==> config.mk <==
export PLATFORM = sky130hd
export DESIGN_NAME = util_tx_time_gate
export DESIGN_NICKNAME = d
export VERILOG_FILES = /design/src/rtl/util_tx_time_gate.sv
export SDC_FILE = /design/constraint.sdc
export NUM_CORES = 1
export LEC_CHECK = 0
export ABC_AREA = 0
export CORE_AREA = 2 2 175 177
export DETAILED_ROUTE_END_ITERATION = 6
export DIE_AREA = 0 0 177 179
export PLACE_DENSITY = 0.77
export SETUP_SLACK_MARGIN = 0.1
export SYNTH_ARGS = -nofsm -noshare
export SYNTH_HDL_FRONTEND = slang
export SYNTH_SLANG_ARGS = --single-unit
==> constraint.sdc <==
create_clock -name clk -period 3.2 [get_ports clk]
set_input_delay 0.64 -clock clk [delete_from_list [all_inputs] [get_ports clk]]
set_output_delay 0.64 -clock clk [all_outputs]
set_load 0.01 [all_outputs]
==> src/rtl/util_tx_time_gate.sv <==
// Launch-time gate for TX DMA bursts: holds each burst until `timestamp`
// reaches the header's launch time, drops late bursts, counts late/underflow.
module util_tx_time_gate #(
    parameter int DATA_WIDTH = 128
) (
    input  logic                  clk,
    input  logic                  resetn,
    input  logic [63:0]           timestamp,
    input  logic                  enable,
    input  logic [31:0]           burst_beats,
    input  logic                  clear_counts,
    input  logic                  s_axis_valid,
    output logic                  s_axis_ready,
    input  logic [DATA_WIDTH-1:0] s_axis_data,
    input  logic                  s_axis_xfer_req,
    output logic                  m_axis_valid,
    input  logic                  m_axis_ready,
    output logic [DATA_WIDTH-1:0] m_axis_data,
    output logic                  m_axis_xfer_req,
    output logic [31:0]           late_count,
    output logic [31:0]           underflow_count,
    output logic [2:0]            state
);

    typedef enum logic [2:0] {
        IDLE  = 3'd0,
        HDR   = 3'd1,
        CHECK = 3'd2,
        WAIT  = 3'd3,
        PASS  = 3'd4,
        DROP  = 3'd5
    } state_t;

    state_t      st;
    logic [63:0] hdr_ts;
    logic [31:0] beat_cnt;
    logic [31:0] beats_l;

    logic s_hs, last_beat, pass_thru, is_late, underflow, late_inc;

    assign state     = st;
    assign s_hs      = s_axis_valid && s_axis_ready;
    assign pass_thru = (beats_l == 32'd0);
    assign last_beat = (beat_cnt == beats_l - 32'd1);
    assign is_late   = (hdr_ts < timestamp);
    assign underflow = (st == PASS) && m_axis_ready && !s_axis_valid;
    assign late_inc  = (st == CHECK) && s_axis_xfer_req && is_late;

    // Stream path is purely combinational in PASS; gating on resetn keeps any
    // beat from being accepted during a reset cycle.
    always_comb begin
        s_axis_ready = 1'b0;
        m_axis_valid = 1'b0;
        m_axis_data  = '0;
        if (resetn) begin
            case (st)
                HDR, DROP: s_axis_ready = 1'b1;
                PASS: begin
                    s_axis_ready = m_axis_ready;
                    m_axis_valid = s_axis_valid;
                    m_axis_data  = s_axis_data;
                end
                default: ;
            endcase
        end
    end

    always_ff @(posedge clk) begin
        if (!resetn) begin
            st              <= IDLE;
            hdr_ts          <= '0;
            beat_cnt        <= '0;
            beats_l         <= '0;
            late_count      <= '0;
            underflow_count <= '0;
            m_axis_xfer_req <= 1'b0;
        end else begin
            m_axis_xfer_req <= s_axis_xfer_req && (st != IDLE);

            if (clear_counts)
                late_count <= '0;
            else if (late_inc && late_count != 32'hFFFF_FFFF)
                late_count <= late_count + 32'd1;

            if (clear_counts)
                underflow_count <= '0;
            else if (underflow && underflow_count != 32'hFFFF_FFFF)
                underflow_count <= underflow_count + 32'd1;

            // Losing xfer_req abandons whatever burst is in flight.
            if (!s_axis_xfer_req) begin
                st       <= IDLE;
                beat_cnt <= '0;
            end else begin
                case (st)
                    IDLE: if (enable) begin
                        beats_l <= burst_beats;
                        st      <= (burst_beats == 32'd0) ? PASS : HDR;
                    end
                    HDR: if (s_hs) begin
                        hdr_ts <= s_axis_data[63:0];
                        st     <= CHECK;
                    end
                    CHECK: st <= is_late ? DROP : WAIT;
                    WAIT:  if (timestamp >= hdr_ts) st <= PASS;
                    PASS, DROP: if (s_hs && !pass_thru) begin
                        if (last_beat) begin
                            beat_cnt <= '0;
                            st       <= HDR;
                        end else begin
                            beat_cnt <= beat_cnt + 32'd1;
                        end
                    end
                    default: st <= IDLE;
                endcase
            end
        end
    end

endmodule

# Yosys cells after proc, flatten, opt, wreduce, memory -nomap -nowiden
# Cells that the tools add are included.
[word_totals]
regBits = 196
in_bits = 231
out_inout_bits = 198
[classes]
n_addsub = 4
n_mux = 15
eq_ne = 13
n_reduce_logical = 23
magnitude_cmp = 2
bitwise_logic = 1
[ops]
columns = ["op", "count"]
rows = [
  ["two-way mux 128 bit", 2],
  ["adder 32 x 1 -> 32 bit, second input constant", 3],
  ["greater-or-equal comparator 64 bit", 1],
  ["logical NOT 32 bit", 2],
  ["< comparator 64 bit", 1],
  ["inequality test 32 bit, second input constant", 2],
  ["== test 32 bit", 1],
  ["two-way mux 32 bit", 1],
  ["subtractor 32 x 1 -> 32 bit, second input constant", 1],
  ["two-way mux 3 bit", 7],
  ["one-hot mux 3 bit (5 select lines)", 1],
  ["inequality test 2 bit, second input constant", 5],
  ["logical AND 1 bit", 9],
  ["== test 3 x 2 -> 1 bit, second input constant", 2],
  ["== test 3 bit, second input constant", 2],
  ["AND reduction 3 bit", 2],
  ["OR reduction 2 bit", 3],
  ["AND reduction 5 bit", 1],
  ["AND reduction 2 bit", 2],
  ["== test 3 x 1 -> 1 bit, second input constant", 1],
  ["logical NOT 3 bit", 1],
  ["two-way mux 1 bit", 3],
  ["nonzero test 3 bit", 1],
  ["logical NOT 1 bit", 2],
  ["other kinds (2)", 2],
]

# Longest topological paths before layout
# Gate-level depths: netlist (run 1).
[depth]
ltp_word = 8
depth_mapped = 13

# Worst setup path after synthesis (run 1)
# No wires, ideal clock.
[synth_timing]
kind = "input-to-reg"
startpoint = "in timestamp[62]"
endpoint = "reg late_count[16]"
cell_stages = 10
n_path_buf = 1
slack_ns = -0.107
arrival_time_ns = 3.236
path_cell_list = "ha_1 > nand4_1 > nor4_1 > nand3_1 > or3_1 > a311oi_1 > o31ai_1 > clkbuf_1 > or4_1 > a21oi_1"
[synth_between]
elab_chain_len = 3
[synth_rtl]
columns = ["item", "line_no", "text"]
rows = [
  ["start: declaration", "8", "input logic [63:0] timestamp,"],
  ["< comparator 64 bit", "45", "assign is_late = (hdr_ts < timestamp);"],
  ["logical AND 1 bit", "47", "assign late_inc = (st == CHECK) && s_axis_xfer_req && is_late;"],
  ["logical AND 1 bit", "82", "else if (late_inc && late_count != 32'hFFFF_FFFF)"],
  ["end signal: assignment", "83", "late_count <= late_count + 32'd1;"],
  ["end: declaration", "20", "output logic [31:0] late_count,"],
]
# No other way between the ends.
# A chain may end at the register's enable or synchronous reset.

# Worst setup path in the final report (run 1)
[layout_timing]
startpoint = "reg hdr_ts[55]"
endpoint = "reg late_count[14]"
[layout_between]
elab_chain_len = 3
[layout_rtl]
columns = ["item", "line_no", "text"]
rows = [
  ["start: declaration", "35", "logic [63:0] hdr_ts;"],
  ["start signal: assignment", "101", "hdr_ts <= s_axis_data[63:0];"],
  ["< comparator 64 bit", "45", ""],
  ["logical AND 1 bit", "47", ""],
  ["logical AND 1 bit", "82", ""],
]
# No other way between the ends.

==> out/metrics.cfg, run 1 <==
[final_layout]
regArea_um2=3931
fin_area_um2=18660
fill_cells=2590
mostFrequentLayoutCells=clkdlybuf4s50_1 (405), nand2_1 (270), dfxtp_1 (190)
drive_gt1_share_pct=12.75
final_common_cell=clkdlybuf4s50_1
multi_input_area_um2=8243
syn_to_final_growth_pct=51.53
nets=2318

[critical_path]
reg2reg_slack_ps=60
rr_endpoint=late_count[14]
critPathCaptureType=flop
cpMostUsedCell=buf_4
worst-path-max-fanout=8
crit_chain=inv_2 -> ha_4 -> nand4_1 -> nor4_4 -> nand3_4 -> or3_4 -> buf_4 -> a21oi_2 -> buf_4 -> o31ai_2 -> buf_4 -> or4_4 -> a21oi_2
slowest_delay_ps=490
cp.arrival_ps=3510
cp.required_ps=3560
cp_slowest_cell=or4_4
r2r_cells=13
startpoint_type=flop
r2r_start=hdr_ts[55]
path_class=reg -> reg

[routing]
vias=12867
wl_um=42300
remaining_drc_errors=0
first_pass_iters=6
ant_nets=0
drt_iter0_drc=923
post_drt_wl_per_cell_um=17.39
routed_via_density=5.291

[synth]
synth_flop_cell=dfxtp_1
syn_area_um2=12320
async_reset_ff_share_pct=0
ys_top_cells_by_area=dfxtp_1 (32%), nand2_1 (8.3%), ha_1 (6.9%)
ys_seq_area_share_pct=31.86
syn_avg_cell_area_um2=7.860
synth_edf_count=0
synth_top_area_share_pct=31.86
netlist_instances=1567
syn-num-nets=1866
yosysTopAreaCell=dfxtp_1
ys_warn_count=0
synth.distinct_cells=69
synth-seq-cells=196

[clock_tree]
clock-root-buffer=clkbuf_16
worstSkewPairLatency_ps=430
cts.sinks=196
cts-htree-levels=4
cts.path.max_buffers=2
cts_buffers=17
cts_tree=yes
cts.reportedPaths.clkPinSlew_ps=80

[sta]
slew_headroom_pct=40.53
setup_tns_ps=0
worst_slack_ps=55.95
final-hold-violation-count=0
rsz0062_at_grt=true
min_period_ps=3144
period_share_pct=98.25
clock.fmax_mhz=318.1
drv_slew=0
fin_skew_ps=14.32
finalSetupViolCount=0
max_slew.worst_pin.slew_ps=892.0

[placed_design]
hpwlAfterDp_um=32170
gp_congestion=0.9333
place_area_um2=17420
io_buffers=428
pre_cts_ws_ps=-838.3

[die]
die_x_um=177
dieHeight_um=179
rows=64
start_util_pct=41.02
die_area_um2=31680
ioPinCount=429
core_um2=30030

[global_routing]
grt_pass1_vias=12180
grt_max_degree=101
grt_overflow=0
antenna_found_initial=9
grt_pass1_wl_um=65590
grt_usage_pct=25.97

[power]
p_sw_uw=1527
peakVddDrop_v=0.0003493
combPwrFrac_pct=16.6
p_int_uw=4024
powerDensity_nw_per_um2=297.4
power.share.clock_pct=38.7
power_switching_share_pct=27.51
leakagePower_uw=0.006585
seqPwrFrac_pct=44.7

[hold_path]
min_path_cells=2
hold_class=reg -> reg
hold_end=hdr_ts[34]
hold_start=hdr_ts[34]

[run_status]
status=finished, final reports clean

[job]
maxCapViolCount=0

==> worst max-delay path by stage <==
stage               slack (ps)              to  cells after the start           from
floorplan                   60  late_count[16]                     10  timestamp[63]
global placement          -730   late_count[9]                     13   timestamp[7]
detailed placement        -840   late_count[9]                     13  timestamp[46]
CTS                         70  late_count[11]                     13     hdr_ts[54]
global route               -40   late_count[2]                     12     hdr_ts[55]
finish                      60  late_count[14]                     13     hdr_ts[55]
==> cell families after synthesis <==
kind of cell,after synthesis,share of synthesized area [%]
xor+xnor,91,6.471
simple gates,773,33.62
compound gates,248,13.97
flops,196,31.86
buf+inv,172,5.597
mux,19,1.575
fa+ha+maj,68,6.908
==> repair_timing <==
item | CTS | global route
endpoints found under the setup margin | 36 | 129
pin swaps | 54 | 40
gates cloned | 3 | 1
resized for setup | 87 | 50
hold buffers | 0 | 0
buffers inserted | 10 | 2
==> routing by layer <==
metal | track usage [%] | part of all wire, % | vias up
met5 | 0 | 0.12 | -
met4 | 3.857 | 0.97 | 8
met3 | 5.662 | 7.1 | 41
met2 | 41.68 | 45 | 426
met1 | 36.32 | 46 | 6053
li1 | - | - | 6339
==> Yosys cell counts (29+ instances only) <==
| cell | count |
|---|---|
| nand2_1 | 271 |
| dfxtp_1 | 196 |
| and2_1 | 130 |
| a21boi_0 | 97 |
| inv_1 | 85 |
| clkbuf_1 | 73 |
| nor2_1 | 72 |
| ha_1 | 68 |
| a21oi_1 | 53 |
| nand3_1 | 52 |
| xor2_1 | 51 |
| nand4_1 | 47 |
| xnor2_1 | 40 |
| nor3_2 | 30 |
| nor3_1 | 29 |
==> power groups by stage <==
| stage | clock, uW | sequential (uW) | combinational [uW] |
|---|---|---|---|
| 5_1_grt | 2280 | 2480 | 997 |
| 3_5_place_dp | 0 | 2540 | 870 |
| 4_1_cts | 2190 | 2480 | 889 |
| 3_3_place_gp | 0 | 2540 | 846 |
| 2_1_floorplan | 0 | 2530 | 397 |
| 6_report | 2150 | 2480 | 920 |
==> per-stage QoR <==
stage          utilization [%]  std cells  total power, uW  hold slack, ps
2_1_floorplan                -       1567             2928           443.5
3_3_place_gp             58.02       2380             3382           453.6
3_5_place_dp             58.02       2380             3407           460.4
4_1_cts                  61.16       2425             5554           471.5
5_1_grt                  62.12       2428             5759           487.0
6_report                 62.15       2432             5551           468.8
==> layout make-up <==
cell class / instances / area share [%]
diodes: 4 / 0.05363
clock buffers: 18 / 2.353
clock inverters: 14 / 0.7508
inverters: 85 / 1.709
multi-input cells: 1199 / 44.16
flip-flops and latches: 196 / 21.06
well taps: 396 / 2.655
repair buffers: 520 / 27.25
==> critical path, delay by kind of cell (launching register included) <==
family	cells	cell delay (ps)
AO/OA/AOI/OAI	3	300
flip-flops	1	350
adder cells (fa/ha/maj)	1	260
buffers and inverters	4	530
AND/OR/NAND/NOR	5	1630
==> state kept, by name, summed over array words and instances (netlist names) <==
signal / cells
beats_l: 32
late_count: 32
m_axis_xfer_req: 1
hdr_ts: 64
underflow_count: 32
beat_cnt: 32
state: 3
Power figures use the tool's default switching activity.
==> inputs of run 2 (changes only) <==
Settings changed: GPL_TIMING_DRIVEN set to 0.
==> run 2 against run 1 <==
- the run now ends with setup timing left
- combinational power grew 5.3%
- global-route usage rose by 1.4 points
- routed wire length up 6.7%
- die area stayed put
- fmax fell by 2.1%
- utilization grew 2.4 points
- first-iteration DRC count increased by 6.4%
- sequential power about the same
- worst hold slack got worse by 4.0 ps
- via count rose by 2.6%
- setup slack got worse by 68 ps
- largest cell class unchanged
- highest routed layer unchanged
==> out/metrics.cfg, run 2 (same netlist as run 1, synthesis figures left out) <==
[routing]
vias=13204  ; +2.6%
routed_via_density=5.344  ; +1.0%
drt_iter0_drc=982  ; +6.4%
dr_wl_met3_um=3142  ; +4.8%
first_pass_iters=5  ; -1
highest_layer=met5
wl_met1_um=20530  ; +4.6%
wl_um=45140  ; +6.7%
ant_nets=0  ; unchanged
post_drt_wl_per_cell_um=18.27  ; +5.0%
remaining_drc_errors=0  ; unchanged
wl_met2_um=20760  ; +8.0%

[clock_tree]
cts_buffers=17  ; unchanged
cts-htree-levels=4  ; unchanged
cts_tree=yes
cts.sinks=196  ; unchanged
postCtsHoldBufs=0  ; unchanged
cts.path.max_buffers=2  ; unchanged
clock-root-buffer=clkbuf_16
cts.reportedPaths.clkPinSlew_ps=80  ; about the same
worstSkewPairLatency_ps=450  ; +20 ps

[global_routing]
grt_usage_pct=27.32  ; +1.4 points
grt_overflow=0  ; unchanged
grt_pass1_vias=12676  ; +4.1%
grt_max_degree=21  ; -79%
grt_pass1_wl_um=68210  ; +4.0%
antenna_found_initial=5  ; -4

[sta]
min_period_ps=3212  ; +67.62 ps
rsz0062_at_grt=true
period_share_pct=100.4  ; +2.1 points
fin_skew_ps=21.62  ; +7.303 ps
slew_headroom_pct=25.68  ; -15 points
drv_slew=0  ; unchanged
setup_tns_ps=-20.62  ; -20.62 ps
clock.fmax_mhz=311.4  ; -2.1%
worst_slack_ps=-11.67  ; -67.62 ps
finalSetupViolCount=3  ; +3
max_slew.worst_pin.slew_ps=1115  ; +222.8 ps
final-hold-violation-count=0  ; unchanged

[power]
power_switching_share_pct=27.57  ; +0.060 points
p_int_uw=4205  ; +4.5%
seqPwrFrac_pct=42.8  ; -1.9 points
peakVddDrop_v=0.0003549  ; +1.6%
power.share.clock_pct=40.5  ; +1.8 points
combPwrFrac_pct=16.7  ; about the same
p_sw_uw=1600  ; +4.8%
leakagePower_uw=0.007636  ; +16%
powerDensity_nw_per_um2=299.4  ; +0.66%

[critical_path]
path_delay_family=simple AND/OR/NAND/NOR gates
cp.buffers_inverters=5  ; +1
cp.arrival_ps=3590  ; +80 ps
cp.required_ps=3580  ; +20 ps
slowest_delay_ps=450  ; -40 ps
crit_chain=inv_2 -> ha_4 -> nand4_1 -> buf_6 -> nor4_4 -> nand3_2 -> or3_4 -> a311oi_4 -> buf_6 -> o31ai_4 -> buf_8 -> buf_6 -> or4_1 -> nand2_1
worst-path-max-fanout=6  ; -2
cpMostUsedCell=buf_6
cp_slowest_cell=or4_1
critPathCaptureType=flop
startpoint_type=flop
path_class=reg -> reg

[final_layout]
fin_util_pct=64.57  ; +2.4 points
fill_cells=2506  ; -3.2%
mostFrequentLayoutCells=clkdlybuf4s50_1 (341), nand2_1 (269), dfxtp_1 (185)
fin_area_um2=19390  ; +3.9%
syn_to_final_growth_pct=57.43
top_register=hdr_ts
nets=2359  ; +1.8%
final_cells=2471  ; +1.6%
regArea_um2=3940  ; +0.22%
largest_register_ff_count=64  ; unchanged
multi_input_area_um2=8642  ; +4.8%
final_common_cell=clkdlybuf4s50_1
drive_gt1_share_pct=13.36  ; +0.62 points

[die]
die_area_um2=31680  ; unchanged
ioPinCount=429  ; unchanged
rows=64  ; unchanged
core_um2=30030  ; unchanged
start_util_pct=41.02  ; unchanged
die_x_um=177  ; unchanged
dieHeight_um=179  ; unchanged

[run_status]
status=finished, violations left
violations=setup timing

[placed_design]
pre_cts_ws_ps=-1292  ; -453.8 ps
placedCellCount=2390  ; +0.42%
place_area_um2=17120  ; -1.8%
io_buffers=427  ; -0.23%
hpwlAfterDp_um=34480  ; +7.2%
gp_congestion=0.9250  ; -0.89%

[hold_path]
hold_class=reg -> reg

[job]
maxCapViolCount=0  ; unchanged

run 2: worst paths after layout:
kind / startpoint / endpoint / slack (ps) / depth (start not counted)
worst max register to register: hdr_ts[63] / late_count[11] / -10 / 14
worst min-delay path: hdr_ts[33] / hdr_ts[33] / 460 / 2
worst max-delay path: hdr_ts[63] / late_count[11] / -10 / 14
worst min register to register: hdr_ts[33] / hdr_ts[33] / 460 / 2
run 2: stage by stage:
stage / hold slack [ps] / power (uW)
finish: 464.8 / 5805
global route: 485.4 / 6015
CTS: 469.5 / 5749
detailed placement: 457.9 / 3370
global placement: 453.1 / 3348
floorplan: 443.5 / 2928
run 2: power by group through the flow:
stage          Sequential (uW)  Combinational, uW  Clock (uW)
6_report                  2480                969        2350
2_1_floorplan             2530                397           0
4_1_cts                   2480                886        2380
3_5_place_dp              2540                831           0
5_1_grt                   2490               1040        2480
3_3_place_gp              2540                811           0
run 2: routing by layer:
metal / track usage (%) / up-vias
li1: - / 6424
met1: 37.23 / 6222
met2: 44.39 / 496
met3: 5.746 / 56
met4: 5.888 / 6
met5: 0 / -
run 2: cell type report:
class	instances	share of cell area [%]
antenna	2	0.02581
buffer	84	2.775
clock buffer	18	2.265
clock inverter	14	1.071
inverter	85	1.645
multi-input combinational	1199	44.57
sequential	196	20.32
tap	396	2.555
timing repair buffer	477	24.77
run 2: repair_timing:
item                       4_1_cts  5_1_grt
hold endpoints to repair         0        0
gates cloned                     4        3
setup endpoints to repair      248      176
gates resized for setup        220      147
pin swaps                       64       63
setup buffers                   25       18
run 2: worst reg2reg max path, stage by stage, from the launching register on:
cell	delay, ps
dfxtp_2	340
inv_2	40
ha_4	250
nand4_1	120
buf_6	160
nor4_4	320
nand3_2	170
or3_4	410
a311oi_4	280
buf_6	180
o31ai_4	100
buf_8	160
buf_6	110
or4_1	460
nand2_1	60
